File: src/rtl/loop_sequencer_pkg.sv
// Shared types and constants for the loop sequencer.
//   BITS          iteration-count width (matches the loop manager)
//   PC_BITS       program counter width
//   LOOP_LOG_CNT  log2 of the maximum nesting depth; LOOP_CNT = 1 << LOOP_LOG_CNT
package loop_sequencer_pkg;

  localparam int unsigned BITS         = 15;
  localparam int unsigned PC_BITS      = 10;
  localparam int unsigned LOOP_LOG_CNT = 3;
  localparam int unsigned LOOP_CNT     = 1 << LOOP_LOG_CNT;

  typedef logic [PC_BITS-1:0]    pc_t;
  typedef logic [LOOP_LOG_CNT:0] depth_t;

  typedef enum logic [1:0] {
    StIdle,
    StRun,
    StUnwind,
    StHalt
  } seq_state_e;

  // body_end is computed once at push time and never re-derived.
  typedef struct packed {
    pc_t body_start;
    pc_t body_end;
  } loop_bounds_t;

endpackage

File: src/rtl/loop_sequencer_if.sv
// Bundle of the fetch, issue and loop-manager signals around the loop sequencer.
//   master: the sequencer (drives pc, issue_valid, loop-manager strobes, running, error)
//   slave : the surroundings (fetch word, queue_ready, start, loop_done)
interface loop_sequencer_if;
  import loop_sequencer_pkg::*;

  logic            start;
  pc_t             start_pc;
  pc_t             pc;
  logic            instr_valid;
  logic            instr_is_loop;
  logic            instr_is_independent;
  logic [BITS-1:0] instr_iter_count;
  pc_t             instr_body_len;
  logic            instr_is_halt;
  logic            queue_ready;
  logic            issue_valid;
  logic            loop_done;
  logic            should_increment;
  logic            should_create_new_loop;
  logic [BITS-1:0] new_loop_iteration_count;
  logic            new_loop_is_inner_independent;
  logic            did_start_next_loop_iteration;
  logic            did_finish_loop;
  logic            running;
  logic            error;

  modport master (
    input  start, start_pc, instr_valid, instr_is_loop, instr_is_independent,
           instr_iter_count, instr_body_len, instr_is_halt, queue_ready, loop_done,
    output pc, issue_valid, should_increment, should_create_new_loop,
           new_loop_iteration_count, new_loop_is_inner_independent,
           did_start_next_loop_iteration, did_finish_loop, running, error
  );

  modport slave (
    output start, start_pc, instr_valid, instr_is_loop, instr_is_independent,
           instr_iter_count, instr_body_len, instr_is_halt, queue_ready, loop_done,
    input  pc, issue_valid, should_increment, should_create_new_loop,
           new_loop_iteration_count, new_loop_is_inner_independent,
           did_start_next_loop_iteration, did_finish_loop, running, error
  );

endinterface

File: src/rtl/loop_sequencer_pc_stack.sv
// LOOP_CNT-deep stack of loop body bounds.
//   clk, reset  clock, async active-high reset (empties the stack)
//   push, pop   push din / drop the top entry (ignored when full / empty)
//   din         bounds to push
//   top         innermost bounds (zero when empty)
//   below_end   body_end of the entry under top (meaningful when depth >= 2)
//   depth       number of valid entries
//   full, empty occupancy flags
module loop_sequencer_pc_stack
  import loop_sequencer_pkg::*;
(
  input  logic         clk,
  input  logic         reset,
  input  logic         push,
  input  logic         pop,
  input  loop_bounds_t din,
  output loop_bounds_t top,
  output pc_t          below_end,
  output depth_t       depth,
  output logic         full,
  output logic         empty
);

  loop_bounds_t            mem_q [LOOP_CNT];
  depth_t                  depth_q;
  logic [LOOP_LOG_CNT-1:0] wr_idx;
  logic [LOOP_LOG_CNT-1:0] top_idx;
  logic [LOOP_LOG_CNT-1:0] below_idx;

  assign wr_idx    = depth_q[LOOP_LOG_CNT-1:0];
  assign top_idx   = LOOP_LOG_CNT'(depth_q - depth_t'(1));
  assign below_idx = LOOP_LOG_CNT'(depth_q - depth_t'(2));

  assign empty     = (depth_q == '0);
  assign full      = (depth_q == depth_t'(LOOP_CNT));
  assign depth     = depth_q;
  assign top       = empty ? '0 : mem_q[top_idx];
  assign below_end = mem_q[below_idx].body_end;

  always_ff @(posedge clk or posedge reset) begin
    if (reset) begin
      depth_q <= '0;
      for (int i = 0; i < LOOP_CNT; i++) begin
        mem_q[i] <= '0;
      end
    end else if (push && !full) begin
      mem_q[wr_idx] <= din;
      depth_q       <= depth_q + depth_t'(1);
    end else if (pop && !empty) begin
      depth_q <= depth_q - depth_t'(1);
    end
  end

endmodule

File: src/rtl/loop_sequencer.sv
// Issue-side driver for the nested-loop manager: walks the pc, pushes/pops loop bounds and
// decides per issued instruction whether to advance, jump back to the body start, or finish.
//   clk    clock
//   reset  async active-high; clears pc, state, stack and error
//   bus    loop_sequencer_if.master: fetch word in, pc / issue / loop-manager strobes out
module loop_sequencer
  import loop_sequencer_pkg::*;
(
  input  logic                   clk,
  input  logic                   reset,
  loop_sequencer_if.master       bus
);

  seq_state_e   state_q, state_d;
  pc_t          pc_q, pc_d;
  logic         error_q, error_d;

  loop_bounds_t top;
  loop_bounds_t push_din;
  pc_t          below_end;
  depth_t       depth;
  logic         full, empty;
  logic         push, pop;

  logic         fire;
  logic         resolve;
  logic         bad_create;
  logic         at_end;
  logic         below_ends_here;
  pc_t          loop_end;
  logic         issue, inc, create, next_iter, finish;

  loop_sequencer_pc_stack u_stack (
    .clk       (clk),
    .reset     (reset),
    .push      (push),
    .pop       (pop),
    .din       (push_din),
    .top       (top),
    .below_end (below_end),
    .depth     (depth),
    .full      (full),
    .empty     (empty)
  );

  assign fire       = (state_q == StRun) && bus.instr_valid && bus.queue_ready;
  assign loop_end   = pc_q + bus.instr_body_len;
  assign push_din   = '{body_start: pc_q + 1'b1, body_end: loop_end};
  assign bad_create = (bus.instr_body_len == '0) || full || (!empty && (loop_end > top.body_end));
  assign at_end     = !empty && (top.body_end == pc_q);
  // After popping the innermost loop, does the enclosing loop also end on this pc?
  assign below_ends_here = (depth > depth_t'(1)) && (below_end == pc_q);

  always_comb begin
    state_d   = state_q;
    pc_d      = pc_q;
    error_d   = error_q;
    push      = 1'b0;
    pop       = 1'b0;
    issue     = 1'b0;
    inc       = 1'b0;
    create    = 1'b0;
    next_iter = 1'b0;
    finish    = 1'b0;
    resolve   = 1'b0;

    unique case (state_q)
      StIdle: begin
        if (bus.start) begin
          state_d = StRun;
          pc_d    = bus.start_pc;
        end
      end
      StRun: begin
        if (fire) begin
          if (bus.instr_is_loop) begin
            if (bus.instr_iter_count == '0) begin
              // Zero-trip loop: skip the body entirely, loop manager untouched.
              pc_d = loop_end + 1'b1;
            end else if (bad_create) begin
              error_d = 1'b1;
              state_d = StHalt;
            end else begin
              push   = 1'b1;
              create = 1'b1;
              inc    = 1'b1;
              pc_d   = pc_q + 1'b1;
            end
          end else if (bus.instr_is_halt) begin
            state_d = StIdle;
          end else begin
            issue   = 1'b1;
            inc     = 1'b1;
            resolve = 1'b1;
          end
        end
      end
      StUnwind: begin
        // loop_done already reflects the enclosing loop, which ends on this same pc.
        inc     = 1'b1;
        resolve = 1'b1;
      end
      default: ;
    endcase

    if (resolve) begin
      if (!at_end) begin
        pc_d = pc_q + 1'b1;
      end else if (!bus.loop_done) begin
        next_iter = 1'b1;
        pc_d      = top.body_start;
        state_d   = StRun;
      end else begin
        finish = 1'b1;
        pop    = 1'b1;
        if (below_ends_here) begin
          state_d = StUnwind;
        end else begin
          pc_d    = pc_q + 1'b1;
          state_d = StRun;
        end
      end
    end
  end

  always_ff @(posedge clk or posedge reset) begin
    if (reset) begin
      state_q <= StIdle;
      pc_q    <= '0;
      error_q <= 1'b0;
    end else begin
      state_q <= state_d;
      pc_q    <= pc_d;
      error_q <= error_d;
    end
  end

  assign bus.pc                            = pc_q;
  assign bus.issue_valid                   = issue;
  assign bus.should_increment              = inc;
  assign bus.should_create_new_loop        = create;
  assign bus.did_start_next_loop_iteration = next_iter;
  assign bus.did_finish_loop               = finish;
  assign bus.new_loop_iteration_count      = bus.instr_iter_count;
  assign bus.new_loop_is_inner_independent = bus.instr_is_independent;
  assign bus.running                       = (state_q == StRun) || (state_q == StUnwind);
  assign bus.error                         = error_q;

endmodule
File: src/flat_wrapper.sv
// flat-port wrapper written by rule: the top's interface ports become plain ports
module loop_sequencer_flat import loop_sequencer_pkg::*;
  (clk, reset, bus_start, bus_start_pc, bus_instr_valid, bus_instr_is_loop, bus_instr_is_independent, bus_instr_iter_count, bus_instr_body_len, bus_instr_is_halt, bus_queue_ready, bus_loop_done, bus_pc, bus_issue_valid, bus_should_increment, bus_should_create_new_loop, bus_new_loop_iteration_count, bus_new_loop_is_inner_independent, bus_did_start_next_loop_iteration, bus_did_finish_loop, bus_running, bus_error);
  loop_sequencer_if bus_i ();
  input  logic clk;
  input  logic reset;
  input wire logic [$bits(bus_i.start)-1:0] bus_start;
  input wire logic [$bits(bus_i.start_pc)-1:0] bus_start_pc;
  input wire logic [$bits(bus_i.instr_valid)-1:0] bus_instr_valid;
  input wire logic [$bits(bus_i.instr_is_loop)-1:0] bus_instr_is_loop;
  input wire logic [$bits(bus_i.instr_is_independent)-1:0] bus_instr_is_independent;
  input wire logic [$bits(bus_i.instr_iter_count)-1:0] bus_instr_iter_count;
  input wire logic [$bits(bus_i.instr_body_len)-1:0] bus_instr_body_len;
  input wire logic [$bits(bus_i.instr_is_halt)-1:0] bus_instr_is_halt;
  input wire logic [$bits(bus_i.queue_ready)-1:0] bus_queue_ready;
  input wire logic [$bits(bus_i.loop_done)-1:0] bus_loop_done;
  output wire logic [$bits(bus_i.pc)-1:0] bus_pc;
  output wire logic [$bits(bus_i.issue_valid)-1:0] bus_issue_valid;
  output wire logic [$bits(bus_i.should_increment)-1:0] bus_should_increment;
  output wire logic [$bits(bus_i.should_create_new_loop)-1:0] bus_should_create_new_loop;
  output wire logic [$bits(bus_i.new_loop_iteration_count)-1:0] bus_new_loop_iteration_count;
  output wire logic [$bits(bus_i.new_loop_is_inner_independent)-1:0] bus_new_loop_is_inner_independent;
  output wire logic [$bits(bus_i.did_start_next_loop_iteration)-1:0] bus_did_start_next_loop_iteration;
  output wire logic [$bits(bus_i.did_finish_loop)-1:0] bus_did_finish_loop;
  output wire logic [$bits(bus_i.running)-1:0] bus_running;
  output wire logic [$bits(bus_i.error)-1:0] bus_error;
  assign bus_i.start = bus_start;
  assign bus_i.start_pc = bus_start_pc;
  assign bus_i.instr_valid = bus_instr_valid;
  assign bus_i.instr_is_loop = bus_instr_is_loop;
  assign bus_i.instr_is_independent = bus_instr_is_independent;
  assign bus_i.instr_iter_count = bus_instr_iter_count;
  assign bus_i.instr_body_len = bus_instr_body_len;
  assign bus_i.instr_is_halt = bus_instr_is_halt;
  assign bus_i.queue_ready = bus_queue_ready;
  assign bus_i.loop_done = bus_loop_done;
  assign bus_pc = bus_i.pc;
  assign bus_issue_valid = bus_i.issue_valid;
  assign bus_should_increment = bus_i.should_increment;
  assign bus_should_create_new_loop = bus_i.should_create_new_loop;
  assign bus_new_loop_iteration_count = bus_i.new_loop_iteration_count;
  assign bus_new_loop_is_inner_independent = bus_i.new_loop_is_inner_independent;
  assign bus_did_start_next_loop_iteration = bus_i.did_start_next_loop_iteration;
  assign bus_did_finish_loop = bus_i.did_finish_loop;
  assign bus_running = bus_i.running;
  assign bus_error = bus_i.error;
  loop_sequencer u_core (.clk(clk), .reset(reset), .bus(bus_i));
endmodule
File: config.mk
export PLATFORM = sky130hd
export DESIGN_NAME = loop_sequencer_flat
export DESIGN_NICKNAME = d
export VERILOG_FILES = /design/src/rtl/loop_sequencer_pkg.sv /design/src/rtl/loop_sequencer_if.sv /design/src/rtl/loop_sequencer_pc_stack.sv /design/src/rtl/loop_sequencer.sv /design/src/flat_wrapper.sv
export SDC_FILE = /design/constraint.sdc
export NUM_CORES = 1
export LEC_CHECK = 0
export BUFFER_PORTS_ARGS = -buffer_cell sky130_fd_sc_hd__buf_2
export CAP_MARGIN = 20
export CORE_MARGIN = 10
export CORE_UTILIZATION = 55
export CTS_CLUSTER_SIZE = 16
export DETAILED_ROUTE_END_ITERATION = 16
export GPL_ROUTABILITY_DRIVEN = 1
export HOLD_SLACK_MARGIN = 0.12
export PLACE_DENSITY = 0.81
export REMOVE_ABC_BUFFERS = 1
export SYNTH_ARGS = -nofsm -noshare
export SYNTH_HDL_FRONTEND = slang
export SYNTH_HIERARCHICAL = 1
export SYNTH_SLANG_ARGS = --single-unit
File: constraint.sdc
create_clock -name clk -period 12.8 [get_ports clk]
set_clock_uncertainty 0.15 [all_clocks]
set_input_delay 1.28 -clock clk [delete_from_list [all_inputs] [get_ports clk]]
set_output_delay 1.28 -clock clk [all_outputs]
set_load 0.02 [all_outputs]
==> results.rst, run 1 <==
.. list-table::
   :header-rows: 1

   * - Metric
     - Value
   * - Worst setup slack for register-to-register paths
     - 6.01 ns
   * - Total GRT Usage
     - a little under a quarter
   * - Total gr overflow
     - 0
   * - Final core utilization
     - 61.2%
   * - Clock latency on the worst-skew pair
     - 0.44 ns
   * - Number of buffers inserted by port buffering
     - 74
   * - Reg-to-Reg End
     - u_core/u_stack/mem_q[16]$_DFFE_PP0P_
   * - Minimum setup slack after placement
     - between 6 and 7 ns
   * - Post-layout minimum cycle time
     - 7.19 ns
   * - Cts bufs inserted
     - 17
   * - Biggest fanout along the worst timing path
     - 28
   * - Highest routed layer
     - met4
   * - Routed wire per std cell
     - 24.3 um
   * - Share of post-route cells with drive strength above 1
     - 40.0%
   * - Post-cts repair resize count
     - 0
   * - Startpoint-to-endpoint class of the critical path
     - register to output pin
   * - Proportion of total power due to net switching
     - between 40 and 50%
   * - Category of the worst setup path launch point
     - register
   * - Reg2Reg Launch Point
     - u_core/u_stack/depth[0]$_DFFE_PP0P_
   * - Synthesized flop and latch total
     - 177
   * - Status
     - completed
   * - Largest vdd supply drop
     - 0.100 mV
   * - Commonest cells after routing, fill and taps aside
     - 176 x dfrtp_1, 168 x mux2_2, 74 x buf_2
   * - Area enclosed by the die boundary
     - ~0.026 mm^2
   * - Sum of negative setup slack
     - 0 ns
   * - Xor/xnor cell area share of the yosys netlist
     - 3.62%
   * - Series of cell instances along the critical path
     - inv_1 > ha_2 > buf_4 > mux4_2 > inv_1 > o22ai_1 > inv_1 > ha_1 > a21oi_1 > o21ai_0 > a2111oi_4 > o21ai_2 > nor3_2 > buf_4 > o31a_1 > buf_2
   * - Proportion of synthesized area in mux cells
     - 30.4%
   * - Worst setup path start
     - u_core/u_stack/depth[0]$_DFFE_PP0P_
   * - Routed vias
     - 7,787
   * - WP data required
     - 11.37 ns
   * - Final Hold Vio Count
     - 0
   * - Number of antenna violations at the first check in global routing
     - 0
   * - Clock sink total
     - 177
   * - Starting density of the core
     - between 50% and 60%
   * - Clock transition at the registers of the reported paths
     - about 0.070 ns
   * - RD Place Congestion
     - 0.985
   * - Number of different library cells in the post-synthesis netlist
     - 68
   * - Worst setup slack after layout
     - 5.61 ns
   * - Worst slew margin relative to its limit
     - 22.3%
   * - Arrival time reported for the critical path endpoint
     - 5.76 ns
   * - Main synth FF type
     - dfrtp_1
   * - Dominant combinational cell family by area after synthesis
     - multiplexers
   * - Routed met2 length
     - 13,800 um
   * - Family of cells with the greatest summed delay on the critical path
     - compound AO/OA/AOI/OAI gates
   * - Buffer levels on the longest clock path
     - 2
   * - Number of buffers inserted by hold repair at cts
     - 0
   * - Via-per-instance ratio
     - 6.50
   * - Root Buffer
     - clkbuf_16
   * - Clock power frac
     - 20.6%
   * - Post-CTS Setup Repair Bufs
     - 0
   * - Critical path endpoint
     - bus_should_increment
   * - Fraction of synthesis flops using an asynchronous set or reset pin
     - 100%
   * - Syn Area/Cell
     - around 12 um^2
   * - Tightest Pin Transition
     - 1.16 ns
   * - Share of synthesized area occupied by flip-flops and latches
     - about two fifths
   * - Class of the most critical hold timing path
     - register to register
   * - Sw Pwr
     - approximately 0.0012 W
   * - # H-tree levels
     - 4
   * - RSZ-0062 raised after global routing
     - false
   * - Final net count
     - 995
   * - Drc violations
     - 0
   * - TritonCTS clock tree
     - built
   * - Period utilization
     - 56.2%
   * - Largest net degree at the start of global routing
     - 89
   * - Max-slew violations
     - 0
   * - Total of max-cap violations
     - 0
   * - Number of setup violations in the final report
     - 0
   * - Crit path buf inv count
     - 6
   * - Largest stage delay on the critical path
     - 0.84 ns
   * - Max stage delay cell, worst path
     - dfrtp_2
   * - Number of flops mapped to enable cells by yosys
     - 0
   * - Placed wire-length estimate
     - roughly 19,000 um
   * - Iter 0 DRT Violations
     - 768
   * - Final ANT Viol Nets
     - 0
   * - Count of synthesis-stage warnings from yosys
     - 6
   * - Leading cell type in the layout, fill and taps excluded
     - dfrtp_1
   * - Via count of the first global-routing pass
     - approximately 8,100
   * - Cells after synthesis
     - 878
   * - I/O pins
     - between 70 and 80
   * - Cell total after placement
     - 1,165
   * - Length of the first detailed-routing pass in iterations
     - 6
   * - Antenna diode count
     - 0
   * - Post-synthesis instance area
     - 0.0109 mm^2
   * - Part of the power in combinational logic
     - 49.1%
   * - Critical Path End Type
     - output pin
   * - Area inside the core boundary
     - 0.0195 mm^2
   * - Met3 wire length
     - 2780 um
   * - Synthesized-area fraction occupied by ao, oa, aoi and oai cells
     - 8.49%
   * - Die outline height
     - 161 um
   * - Power per cell area
     - 224 mW/mm^2
   * - Cell internal power dissipation
     - 0.00152 W
   * - Maximum clock rate
     - roughly 140 MHz
   * - WP depth
     - 16
   * - Cell Count, Final, Fillers Out
     - between 1,000 and 1,500
   * - R2R depth
     - 17
   * - Area added between synthesis and finish
     - 9.27%
   * - Routed metal-1 wire length
     - approximately 11,000 um
   * - Tot Pwr
     - 0.00267 W
   * - Die Width
     - 161 um
   * - First-pass GRT wire length
     - 46,300 um
   * - Final wirelength
     - 29,100 um
   * - Pleak
     - between 5 and 6 nW
   * - Most common cell type on the critical path
     - inv_1
   * - Flop pwr share
     - 30.3%
   * - Adder-cell share of the synthesized area
     - 3.63%
   * - Number of rows created at floorplan
     - 51
   * - Simple logic cell fraction of the synthesized area
     - 6.48%
==> worst min-delay path by stage <==
stage | startpoint | endpoint | slack [ns] | cells after the start
2_1_floorplan | u_core/u_stack/mem_q[112]$_DFFE_PP0P_ | u_core/u_stack/mem_q[112]$_DFFE_PP0P_ | 0.32 | 1
3_3_place_gp | u_core/u_stack/mem_q[139]$_DFFE_PP0P_ | u_core/u_stack/mem_q[139]$_DFFE_PP0P_ | 0.33 | 1
3_5_place_dp | u_core/u_stack/mem_q[113]$_DFFE_PP0P_ | u_core/u_stack/mem_q[113]$_DFFE_PP0P_ | 0.34 | 1
4_1_cts | u_core/u_stack/mem_q[38]$_DFFE_PP0P_ | u_core/u_stack/mem_q[38]$_DFFE_PP0P_ | 0.36 | 1
5_1_grt | u_core/u_stack/mem_q[35]$_DFFE_PP0P_ | u_core/u_stack/mem_q[35]$_DFFE_PP0P_ | 0.37 | 1
6_report | u_core/u_stack/mem_q[38]$_DFFE_PP0P_ | u_core/u_stack/mem_q[38]$_DFFE_PP0P_ | 0.35 | 1
==> sequential cells by signal, summed over array words and instances, names as in the netlist <==
| name | count |
|---|---|
| u_core/bus.error | 1 |
| u_core/bus.pc | 10 |
| u_core/state_q | 2 |
| u_core/u_stack/depth | 4 |
| u_core/u_stack/mem_q | 160 |
==> cell families after synthesis <==
family / after synthesis
multiplexers: 235
buffers and inverters: 136
AO/OA/AOI/OAI: 127
XOR/XNOR: 45
flip-flops: 177
adder cells (fa/ha/maj): 31
AND/OR/NAND/NOR: 127
==> power groups by stage <==
stage          sequential [W]  clock, W  combinational [W]
4_1_cts              0.000803  0.000557            0.00129
2_1_floorplan        0.000799         0           0.000891
3_3_place_gp         0.000807         0            0.00126
6_report             0.000809  0.000550            0.00131
5_1_grt              0.000819  0.000579            0.00142
3_5_place_dp         0.000812         0            0.00128
==> synth_stat cells (5+ instances only) <==
cell type / count / area [um^2]
o22ai_1: 23 / 144
clkbuf_1: 10 / 37.5
nor4_1: 8 / 50.1
a21o_1: 6 / 45.0
xnor2_1: 15 / 131
ha_1: 30 / 375
mux4_2: 60 / 1350
xor2_1: 30 / 263
a211oi_1: 5 / 37.5
and3_1: 10 / 62.6
mux2_2: 168 / 1890
a21oi_1: 19 / 95.1
buf_4: 30 / 225
o31ai_1: 5 / 37.5
nand4_1: 5 / 31.3
nand2_1: 27 / 101
a222oi_1: 6 / 60.1
o21ai_0: 16 / 80.1
nand3_1: 11 / 55.1
nor2_1: 22 / 82.6
nor3_1: 12 / 60.1
dfrtp_1: 177 / 4430
buf_6: 12 / 135
o211ai_1: 6 / 45.0
a22o_1: 13 / 114
buf_2: 15 / 75.1
inv_1: 67 / 251
==> metal layers <==
| metal | up-vias | track usage, % |
|---|---|---|
| met1 | 3927 | 28.3 |
| li1 | 3338 | - |
| met4 | 0 | 9.84 |
| met2 | 437 | 36.6 |
| met5 | - | 0 |
| met3 | 85 | 5.96 |
==> area by class of cell <==
cell class,count,area (um^2)
Fill cell,1450,7550
Multi-Input combinational cell,565,5750
Sequential cell,177,4430
Timing Repair Buffer,92,526
Clock buffer,20,447
Tap cell,265,332
Inverter,67,256
Clock inverter,12,171
==> metrics by stage <==
step / instance area [um^2] / hold WS, ns
3_3_place_gp: 11300 / 0.332
5_1_grt: 11900 / 0.368
3_5_place_dp: 11300 / 0.338
4_1_cts: 11900 / 0.356
6_report: 11900 / 0.354
2_1_floorplan: 10400 / 0.324
Power figures use the tool's default switching activity.
==> inputs of run 2 (changes only) <==
- PLACE_DENSITY: 0.81 -> 0.84
- clock period: 12.8 -> 6.2 ns (I/O delays scaled with it)
==> run 2 against run 1 <==
Effect of this change: routed wire length up 1.6%; global-route usage is 0.079 points higher; worst hold slack worse by 0.23 ns; count of clock-buffer cells in the layout is 5 higher; highest routed layer unchanged; critical path type unchanged; cell area grew 0.10%; sequential power up 94%; critical endpoint unchanged.
==> results.rst, run 2 (synthesis gave the netlist of run 1 again) <==
.. list-table::
   :header-rows: 1

   * - Metric
     - Value
   * - Die outline height
     - 161 um (unchanged)
   * - Worst slew margin relative to its limit
     - 23.3% (+0.95 points)
   * - Final Hold Vio Count
     - 0 (unchanged)
   * - Reg-to-Reg End
     - u_core/u_stack/mem_q[136]$_DFFE_PP0P_
   * - Met3 wire length
     - 2450 um (-12%)
   * - WP data required
     - 5.43 ns (-5.94 ns)
   * - Series of cell instances along the critical path
     - inv_1 > ha_2 > o21a_1 > o22ai_1 > inv_1 > ha_1 > a21oi_1 > o21ai_0 > a2111oi_4 > o21ai_2 > nor3_2 > buf_4 > o31a_1 > buf_2
   * - Commonest cells after routing, fill and taps aside
     - 176 x dfrtp_1, 168 x mux2_2, 74 x buf_2
   * - Worst setup path start
     - u_core/u_stack/depth[1]$_DFFE_PP0P_
   * - Pleak
     - 5.65 nW (+0.30%)
   * - Largest net degree at the start of global routing
     - 90 (+1.1%)
   * - Area added between synthesis and finish
     - 9.39%
   * - Antenna diode count
     - 0 (unchanged)
   * - Max-slew violations
     - 0 (unchanged)
   * - Via-per-instance ratio
     - 6.52 (+0.38%)
   * - Buffer levels on the longest clock path
     - 2 (unchanged)
   * - Register with the most flip-flops
     - u_core/u_stack/mem_q
   * - Area enclosed by the die boundary
     - 0.0259 mm^2 (unchanged)
   * - Largest stage delay on the critical path
     - 0.92 ns (+0.08 ns)
   * - Sw Pwr
     - 0.00239 W (+110%)
   * - Post-layout minimum cycle time
     - 5.60 ns
   * - Starting density of the core
     - 56.0% (unchanged)
   * - Max stage delay cell, worst path
     - o21a_1
   * - Power per cell area
     - 463 mW/mm^2 (+110%)
   * - Startpoint-to-endpoint class of the critical path
     - register to output pin
   * - Clock transition at the registers of the reported paths
     - 0.07 ns (about the same)
   * - Clock sink total
     - 177 (unchanged)
   * - Final ANT Viol Nets
     - 0 (unchanged)
   * - R2R depth
     - 15 (-2)
   * - Total gr overflow
     - 0 (unchanged)
   * - Cell internal power dissipation
     - 0.00314 W (+110%)
   * - Die Width
     - 161 um (unchanged)
   * - Leading cell type in the layout, fill and taps excluded
     - dfrtp_1
   * - Part of the power in combinational logic
     - 52.7% (+3.6 points)
   * - Post-cts repair resize count
     - 0 (unchanged)
   * - Category of the worst setup path launch point
     - register
   * - Highest routed layer
     - met4
   * - Number of rows created at floorplan
     - 51 (unchanged)
   * - Reg2Reg Launch Point
     - u_core/u_stack/depth[1]$_DFFE_PP0P_
   * - Minimum setup slack after placement
     - 0.694 ns (-5.41 ns)
   * - Final wirelength
     - 29,500 um (+1.6%)
   * - First-pass GRT wire length
     - 46,100 um (-0.37%)
   * - Clock latency on the worst-skew pair
     - 0.43 ns (about the same)
   * - Length of the first detailed-routing pass in iterations
     - 5 (-1)
   * - Most common cell type on the critical path
     - inv_1
   * - Total of max-cap violations
     - 0 (unchanged)
   * - Tightest Pin Transition
     - 1.15 ns (-0.0131 ns)
   * - Post-CTS Setup Repair Bufs
     - 0 (unchanged)
   * - Worst setup slack after layout
     - 0.600 ns (-5.01 ns)
   * - TritonCTS clock tree
     - built
   * - Number of buffers inserted by hold repair at cts
     - 0 (unchanged)
   * - # H-tree levels
     - 4 (unchanged)
   * - Share of post-route cells with drive strength above 1
     - 40.4% (+0.42 points)
   * - Status
     - completed
   * - Maximum clock rate
     - 179 MHz
   * - Final net count
     - 1,006 (+1.1%)
   * - Class of the most critical hold timing path
     - primary input to asynchronous set/reset pin
   * - Via count of the first global-routing pass
     - 7,969 (-1.2%)
   * - Number of antenna violations at the first check in global routing
     - 0 (unchanged)
   * - Routed metal-1 wire length
     - 11,600 um (+2.0%)
   * - Routed met2 length
     - 14,400 um (+4.5%)
   * - Drc violations
     - 0 (unchanged)
   * - Worst setup slack for register-to-register paths
     - 0.78 ns (-5.23 ns)
   * - Placed wire-length estimate
     - 20,200 um (+4.8%)
   * - Largest vdd supply drop
     - 0.212 mV (+110%)
   * - Routed wire per std cell
     - 24.5 um (+0.75%)
   * - Iter 0 DRT Violations
     - 993 (+29%)
   * - Cts bufs inserted
     - 17 (unchanged)
   * - Flip-flop count of the largest register after layout
     - 160 (unchanged)
   * - Critical Path End Type
     - output pin
   * - Number of setup violations in the final report
     - 0 (unchanged)
   * - RSZ-0062 raised after global routing
     - false
   * - I/O pins
     - 77 (unchanged)
   * - Arrival time reported for the critical path endpoint
     - 4.83 ns (-0.93 ns)
   * - Biggest fanout along the worst timing path
     - 20 (-29%)
   * - RD Place Congestion
     - 1.00 (+1.7%)
   * - Hold Slack
     - 0.122 ns (-0.232 ns)
   * - Root Buffer
     - clkbuf_16
   * - Period utilization
     - 90.3%
   * - Number of buffers inserted by port buffering
     - 74 (unchanged)
   * - Clock power frac
     - 18.9% (-1.7 points)
   * - Proportion of total power due to net switching
     - 43.2% (+0.11 points)
   * - Area inside the core boundary
     - 0.0195 mm^2 (unchanged)
   * - Flop pwr share
     - 28.4% (-1.9 points)
   * - Routed vias
     - 7,882 (+1.2%)
   * - Total GRT Usage
     - 22.8% (+0.079 points)
-- run 2: worst max path at each step --
stage,to,slack [ns],depth (start not counted)
floorplan,u_core/u_stack/mem_q[0]$_DFFE_PP0P_,-1.71,15
global placement,u_core/u_stack/mem_q[66]$_DFFE_PP0P_,0.84,16
detailed placement,u_core/u_stack/mem_q[153]$_DFFE_PP0P_,0.69,17
CTS,bus_should_increment,0.68,15
global route,bus_should_increment,0.31,15
finish,bus_should_increment,0.60,14
-- run 2: power groups by stage --
stage	registers (W)	logic, W	clock network, W
finish	0.00157	0.00291	0.00104
global route	0.00159	0.00314	0.00110
CTS	0.00156	0.00287	0.00105
detailed placement	0.00158	0.00284	0
global placement	0.00156	0.00279	0
floorplan	0.00165	0.00184	0
-- run 2: critical path, delay by kind of cell (launching register included) --
family	cells	cell delay, ns
flops	1	0.38
compound gates	7	2.40
buf+inv	4	0.71
simple gates	1	0.34
fa+ha+maj	2	0.57
-- run 2: layout make-up --
type	count	area (um^2)
well taps	265	332
clock inverters	6	72.6
flip-flops and latches	177	4430
clock buffers	25	495
inverters	67	256
repair buffers	103	588
multi-input cells	565	5750
fillers	1457	7540
-- run 2: per-stage QoR --
step                cells  setup TNS (ns)  utilization, %  area [um^2]  power (W)
floorplan             809         -252.01               -        10400    0.00349
global placement     1177               0            58.4        11400    0.00435
detailed placement   1177               0            58.4        11400    0.00442
CTS                  1208               0            61.3        11900    0.00548
global route         1208               0            61.3        11900    0.00583
finish               1208               0            61.3        11900    0.00553
-- run 2: per-layer routing --
metal  vias to the layer above  GRT usage [%]
met5                         -              0
met3                        67           5.27
met4                         0           9.84
met2                       415           36.7
li1                       3367              -
met1                      4033           28.8
